**config.mk**
```make
export PLATFORM = sky130hd
export DESIGN_NAME = nq_mem_sched
export DESIGN_NICKNAME = d
export VERILOG_FILES = /design/src/rtl/nq_mem_sched.sv
export SDC_FILE = /design/constraint.sdc
export NUM_CORES = 1
export LEC_CHECK = 0
export CORE_AREA = 2 2 84 86
export DETAILED_ROUTE_END_ITERATION = 7
export DIE_AREA = 0 0 86 88
export GPL_ROUTABILITY_DRIVEN = 0
export PLACE_DENSITY = 0.81
export SYNTH_ARGS = -nofsm -noshare
export SYNTH_HDL_FRONTEND = slang
export SYNTH_SLANG_ARGS = --single-unit
```
**constraint.sdc**
```tcl
create_clock -name clk -period 1.75 [get_ports clk]
set_input_delay 0.2625 -clock clk [delete_from_list [all_inputs] [get_ports clk]]
set_output_delay 0.2625 -clock clk [all_outputs]
set_load 0.1 [all_outputs]
```
**src/rtl/nq_mem_sched.sv**
```systemverilog
// Purpose: sequences LW/SW/LB/SB and instruction fetch onto the single-ported 16-bit memory; data has priority, fetch is starvation-bounded.
// Latency: from the IDLE accept cycle, SW completes in cycle 1; LW, LB, SB and fetch complete in cycle 2.
// Backpressure: one access in flight; requests are only sampled in IDLE, so req simply waits until the block returns to IDLE.
module nq_mem_sched #(
    parameter int ADDR_W         = 16,
    parameter int FETCH_WAIT_MAX = 2
) (
    input  logic              clk,
    input  logic              rst,
    input  logic              if_req,
    input  logic [ADDR_W-1:0] if_addr,
    output logic              if_done,
    output logic [15:0]       if_instr,
    input  logic              d_req,
    input  logic              d_we,
    input  logic              d_byte,
    input  logic [ADDR_W-1:0] d_addr,
    input  logic [15:0]       d_wdata,
    output logic              d_done,
    output logic [15:0]       d_rdata,
    output logic [ADDR_W-2:0] mem_addr,
    output logic              mem_we,
    output logic [15:0]       mem_wdata,
    input  logic [15:0]       mem_rdata,
    output logic              busy
);

    typedef enum logic [2:0] {
        IDLE   = 3'd0,
        F_RD   = 3'd1,
        F_CAP  = 3'd2,
        D_RD   = 3'd3,
        D_CAP  = 3'd4,
        D_WR   = 3'd5,
        RMW_RD = 3'd6,
        RMW_WR = 3'd7
    } state_t;

    localparam logic [2:0] WAIT_MAX = 3'(FETCH_WAIT_MAX);

    state_t            state_q, state_d;
    logic [ADDR_W-1:0] addr_q, addr_d;
    logic              we_q, we_d;
    logic              byte_q, byte_d;
    logic [15:0]       wdata_q, wdata_d;
    logic [2:0]        starve_cnt_q, starve_cnt_d;

    logic              fetch_win;
    logic              data_win;

    // Arbitration: data wins a contested cycle unless fetch has already lost WAIT_MAX times in a row.
    always_comb begin
        fetch_win = if_req && (!d_req || (starve_cnt_q == WAIT_MAX));
        data_win  = d_req && !fetch_win;
    end

    // Next-state: pick the access flavour in IDLE, then walk the fixed read/capture/write sequence.
    always_comb begin
        state_d = state_q;
        case (state_q)
            IDLE: begin
                if (fetch_win) begin
                    state_d = F_RD;
                end else if (data_win) begin
                    if (!d_we)       state_d = D_RD;
                    else if (d_byte) state_d = RMW_RD;
                    else             state_d = D_WR;
                end
            end
            F_RD:    state_d = F_CAP;
            D_RD:    state_d = D_CAP;
            RMW_RD:  state_d = RMW_WR;
            F_CAP,
            D_CAP,
            D_WR,
            RMW_WR:  state_d = IDLE;
            default: state_d = IDLE;
        endcase
    end

    // Request capture and starvation counting, both only active in the IDLE arbitration cycle.
    always_comb begin
        addr_d       = addr_q;
        we_d         = we_q;
        byte_d       = byte_q;
        wdata_d      = wdata_q;
        starve_cnt_d = starve_cnt_q;
        if (state_q == IDLE) begin
            if (fetch_win) begin
                addr_d  = if_addr;
                we_d    = 1'b0;
                byte_d  = 1'b0;
                wdata_d = 16'h0000;
            end else if (data_win) begin
                addr_d  = d_addr;
                we_d    = d_we;
                byte_d  = d_byte;
                wdata_d = d_wdata;
            end
            if (fetch_win || !if_req) begin
                starve_cnt_d = 3'd0;
            end else if (data_win) begin
                starve_cnt_d = starve_cnt_q + 3'd1;
            end
        end
    end

    // State and latched-request registers; reset aborts any access in flight at once.
    always_ff @(posedge clk or posedge rst) begin
        if (rst) begin
            state_q      <= IDLE;
            addr_q       <= '0;
            we_q         <= 1'b0;
            byte_q       <= 1'b0;
            wdata_q      <= 16'h0000;
            starve_cnt_q <= 3'd0;
        end else begin
            state_q      <= state_d;
            addr_q       <= addr_d;
            we_q         <= we_d;
            byte_q       <= byte_d;
            wdata_q      <= wdata_d;
            starve_cnt_q <= starve_cnt_d;
        end
    end

    // Outputs decode from state and latched fields only, so no req input reaches an output combinationally.
    always_comb begin
        if_done   = 1'b0;
        if_instr  = 16'h0000;
        d_done    = 1'b0;
        d_rdata   = 16'h0000;
        mem_addr  = '0;
        mem_we    = 1'b0;
        mem_wdata = 16'h0000;
        busy      = (state_q != IDLE);
        if (state_q != IDLE) begin
            // Word accesses drop addr[0], which aligns odd word addresses down.
            mem_addr = addr_q[ADDR_W-1:1];
        end
        case (state_q)
            F_CAP: begin
                if_done  = 1'b1;
                if_instr = mem_rdata;
            end
            D_CAP: begin
                d_done = 1'b1;
                if (!byte_q)       d_rdata = mem_rdata;
                else if (addr_q[0]) d_rdata = {8'h00, mem_rdata[15:8]};
                else               d_rdata = {8'h00, mem_rdata[7:0]};
            end
            D_WR: begin
                d_done    = 1'b1;
                mem_we    = we_q;
                mem_wdata = wdata_q;
            end
            RMW_WR: begin
                // Merge the new byte into the word read back in RMW_RD.
                d_done = 1'b1;
                mem_we = we_q;
                if (addr_q[0]) mem_wdata = {wdata_q[7:0], mem_rdata[7:0]};
                else           mem_wdata = {mem_rdata[15:8], wdata_q[7:0]};
            end
            default: ;
        endcase
    end

endmodule

```
# After elaboration in Yosys (flattened, before gate mapping)
# Index checks and enable logic that the tools add are counted.
[classes] n_addsub=1 reduce_logical=16 n_eq_ne=9 n_mux=25
[op_table] cell="16-bit two-way mux" count=8
[op_table] cell="16-bit case mux with 2 select lines" count=1
[op_table] cell="15-bit two-way mux" count=1
[op_table] cell="3-bit two-way mux" count=5
[op_table] cell="3-bit case mux with 5 select lines" count=1
[op_table] cell="3-bit equality test (second input constant)" count=4
[op_table] cell="3-bit by 2-bit equality test with 1-bit output (second input constant)" count=3
[op_table] cell="8-bit two-way mux" count=1
[op_table] cell="1-bit two-way mux" count=7
[op_table] cell="2-bit AND reduction" count=2
[op_table] cell="2-bit nonzero test" count=2
[op_table] cell="4-bit OR reduction" count=1
[op_table] cell="3-bit by 1-bit adder with 3-bit output (second input constant)" count=1
[op_table] cell="3-bit by 1-bit equality test with 1-bit output (second input constant)" count=1
[op_table] cell="1-bit zero test" count=3
[op_table] cell="3-bit zero test" count=1
[op_table] cell="3-bit != test (second input constant)" count=1
[op_table] cell="3-bit nonzero test" count=1
[op_table] cell="3-bit OR reduction" count=1
[op_table] cell="1-bit logical AND" count=2
[op_table] cell="1-bit logical OR" count=2
[op_table] cell="2-bit two-way mux" count=1
[op_table] cell="2-bit OR reduction" count=1
[word_totals] elab_cells=57 input_bits=70 register_bits=40 out_inout_bits=67

# Longest topological paths before layout
# Gate-level depths: netlist of run 1.
[depth] depth_word=8 ltp_mapped=8 depth_no_buf=6

# Worst setup path before layout of run 1
# No wires, ideal clock.
[synth_path] path_type="register to output" start="register addr_q[0]" end="output mem_wdata[11]" slack_ns=-1.607 path_stages_with_launch=5 arrival_time_ns=3.094 path_cell_list="dfrtp_1 -> buf_2 -> buf_2 -> mux2i_1 -> a211oi_1"
[synth_via] elab_chain_len=2
[synth_rtl] item="start: declaration" line_no="42" text="logic [ADDR_W-1:0] addr_q, addr_d;"
[synth_rtl] item="start signal: assignment" line_no="119" text="addr_q <= addr_d;"
[synth_rtl] item="16-bit two-way mux" line_no="161" text="if (addr_q[0]) mem_wdata = {wdata_q[7:0], mem_rdata[7:0]};"
[synth_rtl] item="16-bit case mux with 2 select lines" line_no="141" text="case (state_q)"
[synth_rtl] item="end: declaration" line_no="23" text="output logic [15:0] mem_wdata,"
# No other way between the ends.

# Final worst setup path of run 1
[layout_path] start="register state_q[2]" end="output d_rdata[11]"
[layout_via] elab_chain_len=2
[layout_rtl] item="start: declaration" line_no="41" text="state_t state_q, state_d;"
[layout_rtl] item="start signal: assignment" line_no="118" text="state_q <= state_d;"
[layout_rtl] item="3-bit equality test" line_no="141"
[layout_rtl] item="16-bit two-way mux" line_no="141"
[layout_rtl] item="end: declaration" line_no="20" text="output logic [15:0] d_rdata,"
# No other way between the ends.

==> out/qor.txt, run 1 <==
count leader, synth: a21oi_1
crit-path cells: or3b_4 -> nor2_4 -> and2_4 -> buf_12
final hold viol count: 0
status: complete, but fails checks
Crit path largest cell delay: 0.43 ns
Die Area: 0.00757 mm^2
top cells by count, synth: 50 x a21oi_1, 40 x and2_1, 40 x dfrtp_1, 38 x nand2_1, 26 x nor2_1
worst slack, placed: 0.00767 ns
Required @ worst endpoint: 1.49 ns
setup violators final: 101
flops & latches, synth: 40
switching power: 7.50 mW
CP Buf/Inv Count: 1
Seq pwr share: 12.9%
H-tree depth: 2
Critical Path AT: 1.74 ns
post-synth cell types: 33
Max-cap violations: 0
PwrDens: 2280 mW/mm^2
post-synth top area share: 39.9%
ratio of final minimum period to clock period: 114%
vias in the first global route: 2995
Max rail drop VDD: 0.00152 V
Skew-Pair Late Insertion Delay: 0.31 ns
residual DRC count: 0
Synth Flop Type: dfrtp_1
Via density: 5.90
worst slew pin tran: 0.665 ns
combinational group share of total power: 81.1%
Hold Slack: 0.284 ns
largest net degree at the start of global routing: 31
antenna violations before repair: 0
RSZ-0062 raised after global routing: yes
crit end category: output port
switching share of power: 55.1%
synth warn: 0
GR Overflow Total: 0
Clock power frac: 6.0%
final setup margin: -0.252 ns
Post-Syn Nets: 367
Mapped Area: 0.00251 mm^2
Seq/Total Area, Yosys: 39.9%
Post-synth EDFFs: 0
CP Class: reg -> out
Placeable Area: 0.00664 mm^2
TritonCTS clock tree: yes
Routed Antenna Nets: 0
cell count after synthesis: 295
I/O Pins: 137
cts bufs inserted: 5
initial core utilization: 37.8%
Leak: 2.45 nW
total wire length: 14000 um
Final Core Density: 89.8%
Slew HR: 55.4%
global-route wire length before repair: 15800 um
path length in cells of the critical path: 4
PortBufs: 136
Clock Skew: 0.0158 ns
Crit Path Max Fanout: 8
Starting DRT DRC Count: 262
CTS clk-pin slew, worst paths: 0.10 ns
clock buffer depth: 2
failing checks: setup timing
Final #Nets: 546
worst min path class: in -> async
Power Total: 13.6 mW
layout cell share with drive strength beyond 1: 53.1%
Peak Freq: 0.499 GHz
CP top delay family: simple AND/OR/NAND/NOR gates
Final Cell Area: 0.00597 mm^2
CP startpoint kind: flip-flop
chip width: 86 um
GRT Total Usage: 27.1%
Wirelength per Cell: 25.1 um
main area contributors after synthesis: dfrtp_1 40%, a21oi_1 10%, and2_1 10%
router iterations before antenna repair: 4
Avg Synthesized Cell Area: 8.51 um^2
ANT cells: 0
Area growth, synth to finish: 138%
placed inst area: 0.00513 mm^2
HPWL Detailed: 7380 um
slowest cell on the critical path: or3b_4
hold buffer count at cts: 0
fraction of registers with async set/reset: 100%
area leader, netlist: dfrtp_1
Clock Tree Root: clkbuf_8
Max Slew Vio Count: 0
min Tclk post-route: 2.00 ns
row count: 30
R2R depth: 9
Die Y: 88 um
via count: 3274
P_int: 6.11 mW
clock sink count: 40
==> repair_timing <==
item,CTS,global route
resized for setup,21,72
pin swaps,4,47
setup endpoints to repair,65,101
cloned,2,7
setup buffers,8,14
==> final timing paths <==
path                          endpoint  slack, ns  startpoint
setup / recovery           d_rdata[11]      -0.25  state_q[2]
hold / removal               addr_q[2]       0.28         rst
setup reg to reg             addr_q[0]      -0.12  state_q[1]
hold reg to reg                   we_q       0.52        we_q
max in group asynchronous    addr_q[0]       0.88         rst
min in group clk             addr_q[8]       0.50   d_addr[8]
==> kinds of logic after synthesis <==
kind of cell / share of synthesized area (%)
mux: 3.19
simple gates: 27.8
buf+inv: 5.83
compound gates: 22.0
flops: 39.9
xor+xnor: 0.349
fa+ha+maj: 0.996
==> state kept, by name, summed over array words and instances (netlist names) <==
register / cells
addr_q: 16
starve_cnt_q: 3
state_q: 3
we_q: 1
byte_q: 1
wdata_q: 16
==> per-layer routing <==
metal / up-vias / wire length, um / GRT usage, %
li1: 1373 / - / -
met1: 1598 / 4900 / 30.3
met2: 246 / 7060 / 51.3
met3: 57 / 1220 / 6.50
met4: 0 / 777 / 7.07
met5: - / 0 / 0
==> power groups by stage <==
| stage | clock, mW | combinational (mW) | sequential (mW) |
|---|---|---|---|
| CTS | 0.794 | 9.51 | 1.64 |
| floorplan | 0 | 6.20 | 1.57 |
| global route | 0.849 | 11.3 | 1.78 |
| finish | 0.815 | 11.0 | 1.76 |
| detailed placement | 0 | 9.06 | 1.64 |
| global placement | 0 | 8.92 | 1.61 |
==> final cells by class <==
| type | instances | area (um^2) |
|---|---|---|
| Tap cell | 80 | 100 |
| Clock buffer | 5 | 68.8 |
| Multi-Input combinational cell | 230 | 2000 |
| Inverter | 5 | 23.8 |
| Timing Repair Buffer | 191 | 2710 |
| Sequential cell | 40 | 1000 |
| Timing Repair inverter | 1 | 11.3 |
| Clock inverter | 3 | 46.3 |
| Fill cell | 239 | 678 |
==> cell usage in the layout, fill, tap and decap left out, types with 5 or more instances in the layout <==
cell             count
nand2_4              5
a21oi_4             16
dfrtp_1             37
buf_6               13
buf_4               26
a211oi_4             8
and2_4              34
nand3_1              8
buf_12              76
nor2_1              24
a22o_1              20
a21oi_2             14
nand2_1             27
clkdlybuf4s50_1     69
a21oi_1             20
and2_2               5
clkbuf_8             5
nand3_4              5
==> metrics by stage <==
step	std cells	setup TNS (ns)
6_report	555	-13.80
5_1_grt	555	-18.21
4_1_cts	535	-12.15
3_5_place_dp	517	0
3_3_place_gp	517	0
2_1_floorplan	295	-2.05
(Power assumes the default switching activity.)
==> run 2, diff against run 1 <==
- SLEW_MARGIN: unset -> 10
==> results of run 2 <==
No change in the layout: final DEF, timing and power equal those of run 1.
==> run 3, diff against run 2 <==
- CORE_AREA: 2 2 84 86 -> 5 5 87 89
- DIE_AREA: 0 0 86 88 -> 0 0 92 94
==> out/qor.txt, run 3 (synthesized netlist as in run 1, its figures left out) <==
Power Total: 12.4 mW (-9.3%)
Clock Tree Root: clkbuf_8
CP startpoint kind: flip-flop
Max-cap violations: 0 (unchanged)
Required @ worst endpoint: 1.49 ns (about the same)
CTS clk-pin slew, worst paths: 0.08 ns (-0.02 ns)
ratio of final minimum period to clock period: 114% (-0.92 points)
TritonCTS clock tree: yes
ANT cells: 0 (unchanged)
largest net degree at the start of global routing: 27 (-13%)
Clock Skew: 0.00784 ns (-0.00801 ns)
Leak: 2.28 nW (-6.7%)
Final #Nets: 522 (-4.4%)
crit end category: output port
GR Overflow Total: 0 (unchanged)
RSZ-0062 raised after global routing: yes
Area growth, synth to finish: 120%
worst min path class: in -> async
commonest cells after routing, fill and taps aside: 74 x buf_12, 69 x clkdlybuf4s50_1, 38 x dfrtp_1
Peak Freq: 0.503 GHz (+0.81%)
I/O Pins: 137 (unchanged)
Reg area: 0.00100 mm^2 (-0.12%)
Wirelength per Cell: 20.9 um (-17%)
failing checks: setup timing
vias in the first global route: 2918 (-2.6%)
clock sink count: 40 (unchanged)
clock buffer depth: 2 (unchanged)
HPWL Detailed: 7700 um (+4.3%)
Max Slew Vio Count: 0 (unchanged)
residual DRC count: 0 (unchanged)
largest registers: addr_q: 16 flops, wdata_q: 16 flops
Slew HR: 54.3% (-1.1 points)
Worst Setup SP: state_q[1]
Via density: 5.61 (-5.0%)
Skew-Pair Late Insertion Delay: 0.29 ns (-0.02 ns)
Critical Path AT: 1.72 ns (-0.02 ns)
cts bufs inserted: 5 (unchanged)
row count: 30 (unchanged)
final setup margin: -0.236 ns (+0.0161 ns)
R2R depth: 7 (-2)
Die Area: 0.00865 mm^2 (+14%)
Layout fillers: 347 (+45%)
Routed Antenna Nets: 0 (unchanged)
reg2reg setup slack: 0.02 ns (+0.14 ns)
RR Endpoint: wdata_q[9]
H-tree depth: 2 (unchanged)
Critical Path End: if_instr[13]
PortBufs: 136 (unchanged)
min Tclk post-route: 1.99 ns (-0.0161 ns)
most common cell after layout, fill and taps aside: buf_12
multi-input logic area: 0.00184 mm^2 (-8.1%)
Crit Path Max Fanout: 14 (+6)
worst slack, placed: 0.0352 ns (+0.0275 ns)
reg2reg start: state_q[1]
setup violators final: 63 (-38%)
CP Class: reg -> out
chip width: 92 um (+7.0%)
global-route wire length before repair: 15300 um (-3.2%)
PwrDens: 2240 mW/mm^2 (-1.9%)
Die Y: 94 um (+6.8%)
Placeable Area: 0.00668 mm^2 (+0.57%)
final hold viol count: 0 (unchanged)
GRT Total Usage: 22.2% (-4.8 points)
router iterations before antenna repair: 5 (+1)
total wire length: 11100 um (-21%)
antenna violations before repair: 0 (unchanged)
initial core utilization: 37.6% (-0.21 points)
worst slew pin tran: 0.682 ns (+0.0167 ns)
status: complete, but fails checks
via count: 2977 (-9.1%)
layout cell share with drive strength beyond 1: 43.2% (-9.8 points)
Max rail drop VDD: 0.00172 V (+14%)
Starting DRT DRC Count: 154 (-41%)
-- run 3: area by class of cell --
cell class	instances	share of cell area, %
multi-input combinational	230	33.3
clock inverter	1	0.544
timing repair inverter	1	0.113
timing repair buffer	167	43.9
sequential	40	18.2
clock buffer	7	1.75
tap	80	1.81
inverter	5	0.431
-- run 3: where the power goes --
part           total [mW]  switching [mW]  leakage [nW]  internal (mW)
Clock               0.832           0.329        0.0645          0.504
Sequential           1.66           0.315         0.483           1.35
Combinational        9.86            6.14          1.73           3.72
-- run 3: stage by stage --
step	utilization, %	cell area, um^2	hold WS [ns]	cells	setup TNS, ns
floorplan	-	2950	0.391	295	-2.05
global placement	76.7	5130	0.485	513	0
detailed placement	76.7	5130	0.492	513	0
CTS	79.8	5330	0.315	523	-9.63
global route	82.6	5520	0.336	531	-13.06
finish	82.6	5520	0.294	531	-9.64
-- run 3: timing repair --
action | CTS | global route
gates cloned | 1 | 4
resized for setup | 21 | 16
hold buffers | 0 | 0
endpoints found under the setup margin | 65 | 69
hold endpoints to repair | 0 | 0
pin swaps | 5 | 9
setup buffers | 1 | 4
-- run 3: how the worst min path moves through the flow --
stage,end,start,cells past startpoint,slack [ns]
detailed placement,we_q,we_q,1,0.49
floorplan,addr_q[10],d_addr[10],2,0.39
finish,addr_q[3],rst,2,0.29
global placement,we_q,we_q,1,0.48
global route,addr_q[3],rst,2,0.34
CTS,addr_q[3],rst,2,0.32
-- run 3: metal layers --
metal  up-vias  GRT usage, %  routed length [um]
met4         0          6.06                 255
met3        26          6.41                1180
li1       1321             -                   -
met5         -             0                   0
met1      1437          26.4                4010
met2       193          39.2                5640
-- run 3: worst max-delay path, cell delays in order, from the launching register on --
cell       delay [ns]
dfrtp_1          0.40
buf_6            0.24
nand2b_4         0.08
nor2_4           0.20
clkbuf_16        0.19
and2_4           0.15
buf_12           0.17
